File: src/rtl/mem_bus_arbiter.sv
// Shares one SRAM-style port between the instruction fetch and data access
// masters. Data wins arbitration unless the fetch port has been starved.
module mem_bus_arbiter #(
  parameter int unsigned WAIT_CYCLES  = 1,
  parameter int unsigned STARVE_LIMIT = 4
) (
  input  logic        clk,
  input  logic        rst,
  input  logic        inst_read_i,
  input  logic [31:0] inst_addr_i,
  output logic [31:0] inst_data_o,
  output logic        inst_stall_o,
  input  logic        data_read_i,
  input  logic        data_write_i,
  input  logic [31:0] data_addr_i,
  input  logic [31:0] data_wdata_i,
  input  logic [3:0]  data_mask_i,
  output logic [31:0] data_rdata_o,
  output logic        data_stall_o,
  output logic        mem_ce_o,
  output logic        mem_we_o,
  output logic [31:0] mem_addr_o,
  output logic [31:0] mem_wdata_o,
  output logic [3:0]  mem_sel_o,
  input  logic [31:0] mem_rdata_i
);

  localparam int unsigned CNT_W = (WAIT_CYCLES < 2) ? 1 : $clog2(WAIT_CYCLES + 1);
  localparam int unsigned STV_W = (STARVE_LIMIT < 2) ? 1 : $clog2(STARVE_LIMIT + 1);

  typedef enum logic [1:0] {
    S_IDLE   = 2'd0,
    S_ACCESS = 2'd1,
    S_DONE   = 2'd2
  } state_t;

  state_t             r_state, w_state_nxt;
  logic [CNT_W-1:0]   r_cnt, w_cnt_nxt;
  logic [STV_W-1:0]   r_starve, w_starve_nxt;
  logic               r_gnt_data, w_gnt_data_nxt;
  logic               r_ce, w_ce_nxt;
  logic               r_we, w_we_nxt;
  logic [31:0]        r_addr, w_addr_nxt;
  logic [31:0]        r_wdata, w_wdata_nxt;
  logic [3:0]         r_sel, w_sel_nxt;
  logic [31:0]        r_inst_data, w_inst_data_nxt;
  logic [31:0]        r_data_rdata, w_data_rdata_nxt;
  logic               w_data_req;
  logic               w_starved;

  assign w_data_req = data_read_i | data_write_i;
  assign w_starved  = inst_read_i && (r_starve == STV_W'(STARVE_LIMIT));

  // Next-state, grant decision and next values of all registered outputs.
  always_comb begin
    w_state_nxt      = r_state;
    w_cnt_nxt        = r_cnt;
    w_starve_nxt     = r_starve;
    w_gnt_data_nxt   = r_gnt_data;
    w_ce_nxt         = r_ce;
    w_we_nxt         = r_we;
    w_addr_nxt       = r_addr;
    w_wdata_nxt      = r_wdata;
    w_sel_nxt        = r_sel;
    w_inst_data_nxt  = r_inst_data;
    w_data_rdata_nxt = r_data_rdata;
    case (r_state)
      S_IDLE: begin
        if (w_data_req && !w_starved) begin
          w_state_nxt    = S_ACCESS;
          w_cnt_nxt      = CNT_W'(WAIT_CYCLES);
          w_gnt_data_nxt = 1'b1;
          w_ce_nxt       = 1'b1;
          w_we_nxt       = data_write_i;
          w_addr_nxt     = data_addr_i;
          w_wdata_nxt    = data_wdata_i;
          w_sel_nxt      = data_mask_i;
          if (!inst_read_i) begin
            w_starve_nxt = '0;
          end else if (r_starve != STV_W'(STARVE_LIMIT)) begin
            w_starve_nxt = r_starve + STV_W'(1);
          end
        end else if (inst_read_i) begin
          w_state_nxt    = S_ACCESS;
          w_cnt_nxt      = CNT_W'(WAIT_CYCLES);
          w_gnt_data_nxt = 1'b0;
          w_ce_nxt       = 1'b1;
          w_we_nxt       = 1'b0;
          w_addr_nxt     = inst_addr_i;
          w_wdata_nxt    = '0;
          w_sel_nxt      = 4'b1111;
          w_starve_nxt   = '0;
        end
      end
      S_ACCESS: begin
        w_cnt_nxt = r_cnt - CNT_W'(1);
        if (r_cnt == CNT_W'(1)) begin
          w_state_nxt = S_DONE;
          w_ce_nxt    = 1'b0;
          w_we_nxt    = 1'b0;
          if (!r_we) begin
            if (r_gnt_data) begin
              w_data_rdata_nxt = mem_rdata_i;
            end else begin
              w_inst_data_nxt = mem_rdata_i;
            end
          end
        end
      end
      S_DONE: begin
        w_state_nxt = S_IDLE;
      end
      default: begin
        w_state_nxt = S_IDLE;
      end
    endcase
  end

  // State and output registers; reset aborts any access in flight.
  always_ff @(posedge clk or posedge rst) begin
    if (rst) begin
      r_state      <= S_IDLE;
      r_cnt        <= '0;
      r_starve     <= '0;
      r_gnt_data   <= 1'b0;
      r_ce         <= 1'b0;
      r_we         <= 1'b0;
      r_addr       <= '0;
      r_wdata      <= '0;
      r_sel        <= '0;
      r_inst_data  <= '0;
      r_data_rdata <= '0;
    end else begin
      r_state      <= w_state_nxt;
      r_cnt        <= w_cnt_nxt;
      r_starve     <= w_starve_nxt;
      r_gnt_data   <= w_gnt_data_nxt;
      r_ce         <= w_ce_nxt;
      r_we         <= w_we_nxt;
      r_addr       <= w_addr_nxt;
      r_wdata      <= w_wdata_nxt;
      r_sel        <= w_sel_nxt;
      r_inst_data  <= w_inst_data_nxt;
      r_data_rdata <= w_data_rdata_nxt;
    end
  end

  // A master is released only in the DONE cycle of its own access.
  assign inst_stall_o = inst_read_i & ~(~r_gnt_data & (r_state == S_DONE));
  assign data_stall_o = w_data_req  & ~( r_gnt_data & (r_state == S_DONE));

  assign inst_data_o  = r_inst_data;
  assign data_rdata_o = r_data_rdata;
  assign mem_ce_o     = r_ce;
  assign mem_we_o     = r_we;
  assign mem_addr_o   = r_addr;
  assign mem_wdata_o  = r_wdata;
  assign mem_sel_o    = r_sel;

endmodule

File: config.mk
export PLATFORM = sky130hd
export DESIGN_NAME = mem_bus_arbiter
export DESIGN_NICKNAME = d
export VERILOG_FILES = /design/src/rtl/mem_bus_arbiter.sv
export SDC_FILE = /design/constraint.sdc
export NUM_CORES = 1
export LEC_CHECK = 0
export BUFFER_PORTS_ARGS = -buffer_cell sky130_fd_sc_hd__buf_2
export CELL_PAD_IN_SITES_DETAIL_PLACEMENT = 0
export CELL_PAD_IN_SITES_GLOBAL_PLACEMENT = 2
export CORE_ASPECT_RATIO = 0.6
export CORE_UTILIZATION = 28
export CTS_CLUSTER_DIAMETER = 40
export DETAILED_ROUTE_END_ITERATION = 8
export GPL_ROUTABILITY_DRIVEN = 1
export PLACE_DENSITY_LB_ADDON = 0.08
export SYNTH_ARGS = -nofsm -noshare
export SYNTH_HDL_FRONTEND = slang
export SYNTH_SLANG_ARGS = --single-unit
File: constraint.sdc
create_clock -name clk -period 5.55 [get_ports clk]
set_input_delay 0.555 -clock clk [delete_from_list [all_inputs] [get_ports clk]]
set_output_delay 0.555 -clock clk [all_outputs]
set_load 0.01 [all_outputs]
Word level (Yosys, flattened, before mapping)
Cells that the tools add are included.

Reduce and logical (&&, ||, !) cells: 13. Multiplexer cells: 23. $add $sub $neg: 2. Bitwise logic cells: 9. Eq/ne operators: 7.

Operators by type and width (number): 2-to-1 mux 32 bit (4); 2-to-1 mux 3 bit (4); 2-to-1 mux 4 bit (2); AND reduction 4 bit (2); 2-to-1 mux 1 bit (6); 2-to-1 mux 2 bit (3); inequality test 3 bit, second input constant (2); one-hot mux 1 bit (2 select lines) (3); AND reduction 2 bit (3); AND reduction 3 bit (2); bitwise AND 1 bit (4); NOT 1 bit (4); one-hot mux 2 bit (2 select lines) (1); nonzero test 2 bit (2); adder 3 x 1 -> 3 bit, second input constant (1); == test 3 bit, second input constant (1); inequality test 3 x 2 -> 1 bit, second input constant (1); == test 2 x 1 -> 1 bit, second input constant (1); == test 2 bit, second input constant (1); logical AND 1 bit (2); zero test 2 bit (1); inequality test 2 bit, second input constant (1); zero test 1 bit (1); OR 1 bit (1); subtractor 1 bit, second input constant (1).

Input port bits: 137. Output and inout port bits: 136. Word-level logic and storage cells: 65. Flip-flop bits (word level): 141.

Longest topological paths before layout
Depth in word-level cells: 6. Mapped depth: 7. Mapped depth without buffers: 5.

Worst setup path before layout
OpenSTA, ideal clock, no wires.

Path kind: input port to output port. Start point: in data_write_i. End point: out data_stall_o. Stages: 3. Data required time: 4995 ps. Path slack: 3851 ps. Buffers on the path: 1. Data arrival time: 1144 ps. Cell sequence: nor2_1 -> clkbuf_1 -> a31oi_1.

Longest elaborated chain between the ends: 2.

RTL lines: start: declaration (RTL line 14) `input logic data_write_i,`; OR 1 bit (RTL line 51) `assign w_data_req = data_read_i | data_write_i;`; bitwise AND 1 bit (RTL line 150) `assign data_stall_o = w_data_req & ~( r_gnt_data & (r_state == S_DONE));`; end: declaration (RTL line 19) `output logic data_stall_o,`.

No other way between the ends.

Worst setup path in the final report
Start point: reg r_state[0]. End point: reg r_wdata[24], in the netlist mem_wdata_o[24].

Longest elaborated chain between the ends: 2.

RTL lines: start: declaration (RTL line 37) `state_t r_state, w_state_nxt;`; start signal: assignment (RTL line 134) `r_state <= w_state_nxt;`; zero test 2 bit (RTL line 67) `case (r_state)`; AND reduction 2 bit (no source line); end signal: assignment (RTL line 141) `r_wdata <= w_wdata_nxt;`; end: declaration (RTL line 44) `logic [31:0] r_wdata, w_wdata_nxt;`.

No other way between the ends. A chain may end at the register's enable or synchronous reset.

==> run_results.csv <==
group,metric,value,unit
die,core,20000,um^2
timing,finalSetupViolCount,0,
global_routing,grt_max_degree,81,
global_routing,antenna_found_initial,0,
global_routing,grt_pass1_wl,27.5,mm
synthesis,syn_nets,586,
worst_setup_path,worstSetupEndpointType,"register",
pwr,power.total,4830,uW
final_layout,final_nets,846,
global_routing,overflow,0,
clock_tree,cts-root-buf,"clkbuf_16",
worst_setup_path,worstPathMaxFanout,40,
clock_tree,cts_buffers,17,
routing,ant_nets,0,
worst_setup_path,critPathArrivalTime,3.08,ns
flow_run,cap_violations,0,
synthesis,netlist_area,5700,um^2
final_layout,most-common-layout-cells,"272 x buf_2, 141 x dfrtp_1, 57 x mux2_2, 35 x a21oi_1, 34 x nand3_1",
final_layout,drive_gt1_share,52.1,%
synthesis,synth_cell_types,31,
placement,globalplace.congestion,0.794,
clock_tree,cts_hold_buf,0,
final_layout,n_antenna_cell,0,
worst_setup_path,crit_type,"reg2reg",
timing,finalCritPeriodShare,49.2,%
clock_tree,post_cts_resize_count,0,
timing,max_slew_margin,16.2,%
timing,min_period,2.73,ns
timing,hold_viol_final,0,
clock_tree,cts_tree,"yes",
pwr,vdd.ir_drop.worst,0.204,mV
final_layout,fillerInstances,2012,
worst_setup_path,rr_worst_depth,3,
timing,rsz0062_at_grt,"false",
die,start_util,28.6,%
clock_tree,clock_tree.buffer_depth,2,
die,die_y,113,um
timing,final.setup_skew,0.0138,ns
global_routing,grt_pass1_vias,4888,
clock_tree,clk_pin_slew,0.07,ns
die,rows,40,
final_layout,final_cells,993,
placement,placed_cells,961,
routing,drtPass1Iterations,4,
routing,vias_per_cell,4.77,
worst_setup_path,start_kind,"register",
run_status,status,"finished clean",
pwr,leakagePower,0.00377,uW
timing,setup_tns,0,ns
routing,post_drt_wl_per_cell,18.0,um
worst_setup_path,reg2reg_from,"r_state[0]",
synthesis,yosysWarnings,0,
placement,io_buffers,272,
routing,drt_iter0_drc,222,
synthesis,ys_seq_area_share,61.9,%
synthesis,ys_ff_latch,141,
die,die_x,186,um
synthesis,netlist_instances,447,
timing,fmax,0.367,GHz
clock_tree,cts_setup_buffers,0,
min_path,hold_class,"in2async",
clock_tree,htree_levels,4,
worst_setup_path,ff2ff_setup_slack,2.82,ns
clock_tree,cts.sinks,141,
final_layout,fin_util,39.3,%
worst_setup_path,required,5.90,ns
final_layout,areaGrowthSynthToFinish,37.8,%
global_routing,grt_use_total,17.5,%
synthesis,syn_area_per_cell,12.8,um^2
timing,worst_slew_pin_slew,1.26,ns
pwr,powerDensity,615,nW/um^2
worst_setup_path,r2r_end,"mem_wdata_o[24]",
die,io_pins,273,
routing,route.detailed.drc,0,
timing,finalMaxSlewViolations,0,
routing,num_vias,4738,
final_layout,final_common_cell,"buf_2",
placement,hpwl,12.2,mm
die,die-area,21000,um^2
clock_tree,clk_latency,0.42,ns
routing,wirelength,17.8,mm
==> state kept, by name (all words and copies together), names as in the netlist <==
signal        flops
data_rdata_o     32
inst_data_o      32
mem_addr_o       32
mem_wdata_o      32
mem_sel_o         4
r_starve          3
r_state           2
mem_ce_o          1
mem_we_o          1
r_cnt             1
r_gnt_data        1
==> layout make-up <==
type                    count  area (um^2)  share of cell area, %
flip-flops and latches    141         3530                   44.9
multi-input cells         261         1960                   24.9
repair buffers            280         1420                   18.1
clock buffers              17          425                   5.41
well taps                 273          342                   4.35
clock inverters            15          155                   1.97
inverters                   6         27.5                  0.350
==> cells in the mapped netlist <==
cell / instances / area share, %
dfrtp_1: 141 / 62
mux2_2: 57 / 11
a21oi_1: 35 / 3.1
nand3_1: 34 / 3.0
a22o_1: 33 / 5.1
a31oi_1: 33 / 3.6
o21ai_0: 30 / 2.6
clkbuf_1: 19 / 1.3
buf_2: 12 / 1.1
mux2_1: 7 / 1.4
buf_6: 5 / 0.99
inv_1: 5 / 0.33
nor2_1: 4 / 0.26
o22a_1: 4 / 0.61
buf_4: 3 / 0.39
nand2_1: 3 / 0.20
o21ai_1: 3 / 0.26
a32o_1: 2 / 0.35
a41o_1: 2 / 0.35
and3_1: 2 / 0.22
ha_1: 2 / 0.44
nand3b_1: 2 / 0.26
a21o_1: 1 / 0.13
and2_4: 1 / 0.15
inv_2: 1 / 0.066
nor2b_1: 1 / 0.11
nor3_2: 1 / 0.18
o31a_1: 1 / 0.15
o31ai_1: 1 / 0.13
or2_1: 1 / 0.11
or3_1: 1 / 0.11
==> report_power, final <==
part | switching, uW | internal, uW | total, uW
Clock | 489 | 633 | 1120
Combinational | 1010 | 877 | 1880
Sequential | 281 | 1540 | 1830
==> per-layer routing <==
metal | GRT usage, % | vias up | share of wire (%)
met5 | 0 | - | 0
met4 | 5.79 | 0 | 1.2
met3 | 5.91 | 18 | 9.7
met2 | 25.4 | 230 | 43
met1 | 24.2 | 2313 | 46
li1 | - | 2177 | -
==> kinds of logic (layout without fill, tap and decap cells) <==
logic type	Yosys count	after routing	share of synthesized area, %
compound gates	145	145	16.4
flops	141	141	61.9
mux	64	64	12.6
simple gates	50	50	4.59
buf+inv	45	318	4.08
fa+ha+maj	2	2	0.439
==> how the worst max path moves through the flow <==
stage,start,to,slack (ns),depth (start not counted)
6_report,r_state[0],mem_wdata_o[24],2.82,3
5_1_grt,r_state[0],mem_wdata_o[29],2.54,3
4_1_cts,r_state[0],mem_wdata_o[30],2.78,3
3_5_place_dp,r_state[0],mem_wdata_o[26],2.77,3
3_3_place_gp,r_state[0],mem_wdata_o[22],2.87,3
2_1_floorplan,rst,data_rdata_o[0],1.21,1
==> worst max-delay path, stage by stage (launching register included) <==
cell	delay, ns
dfrtp_1	0.44
nor2_4	0.83
and3_1	1.12
a22o_1	0.25
==> through the flow <==
stage	area (um^2)	hold WS [ns]	setup slack [ns]
5_1_grt	7860	0.326	2.54
6_report	7860	0.282	2.82
3_3_place_gp	7280	0.457	2.87
3_5_place_dp	7280	0.466	2.77
2_1_floorplan	5700	0.445	1.21
4_1_cts	7860	0.290	2.78
Power figures use the tool's default switching activity.
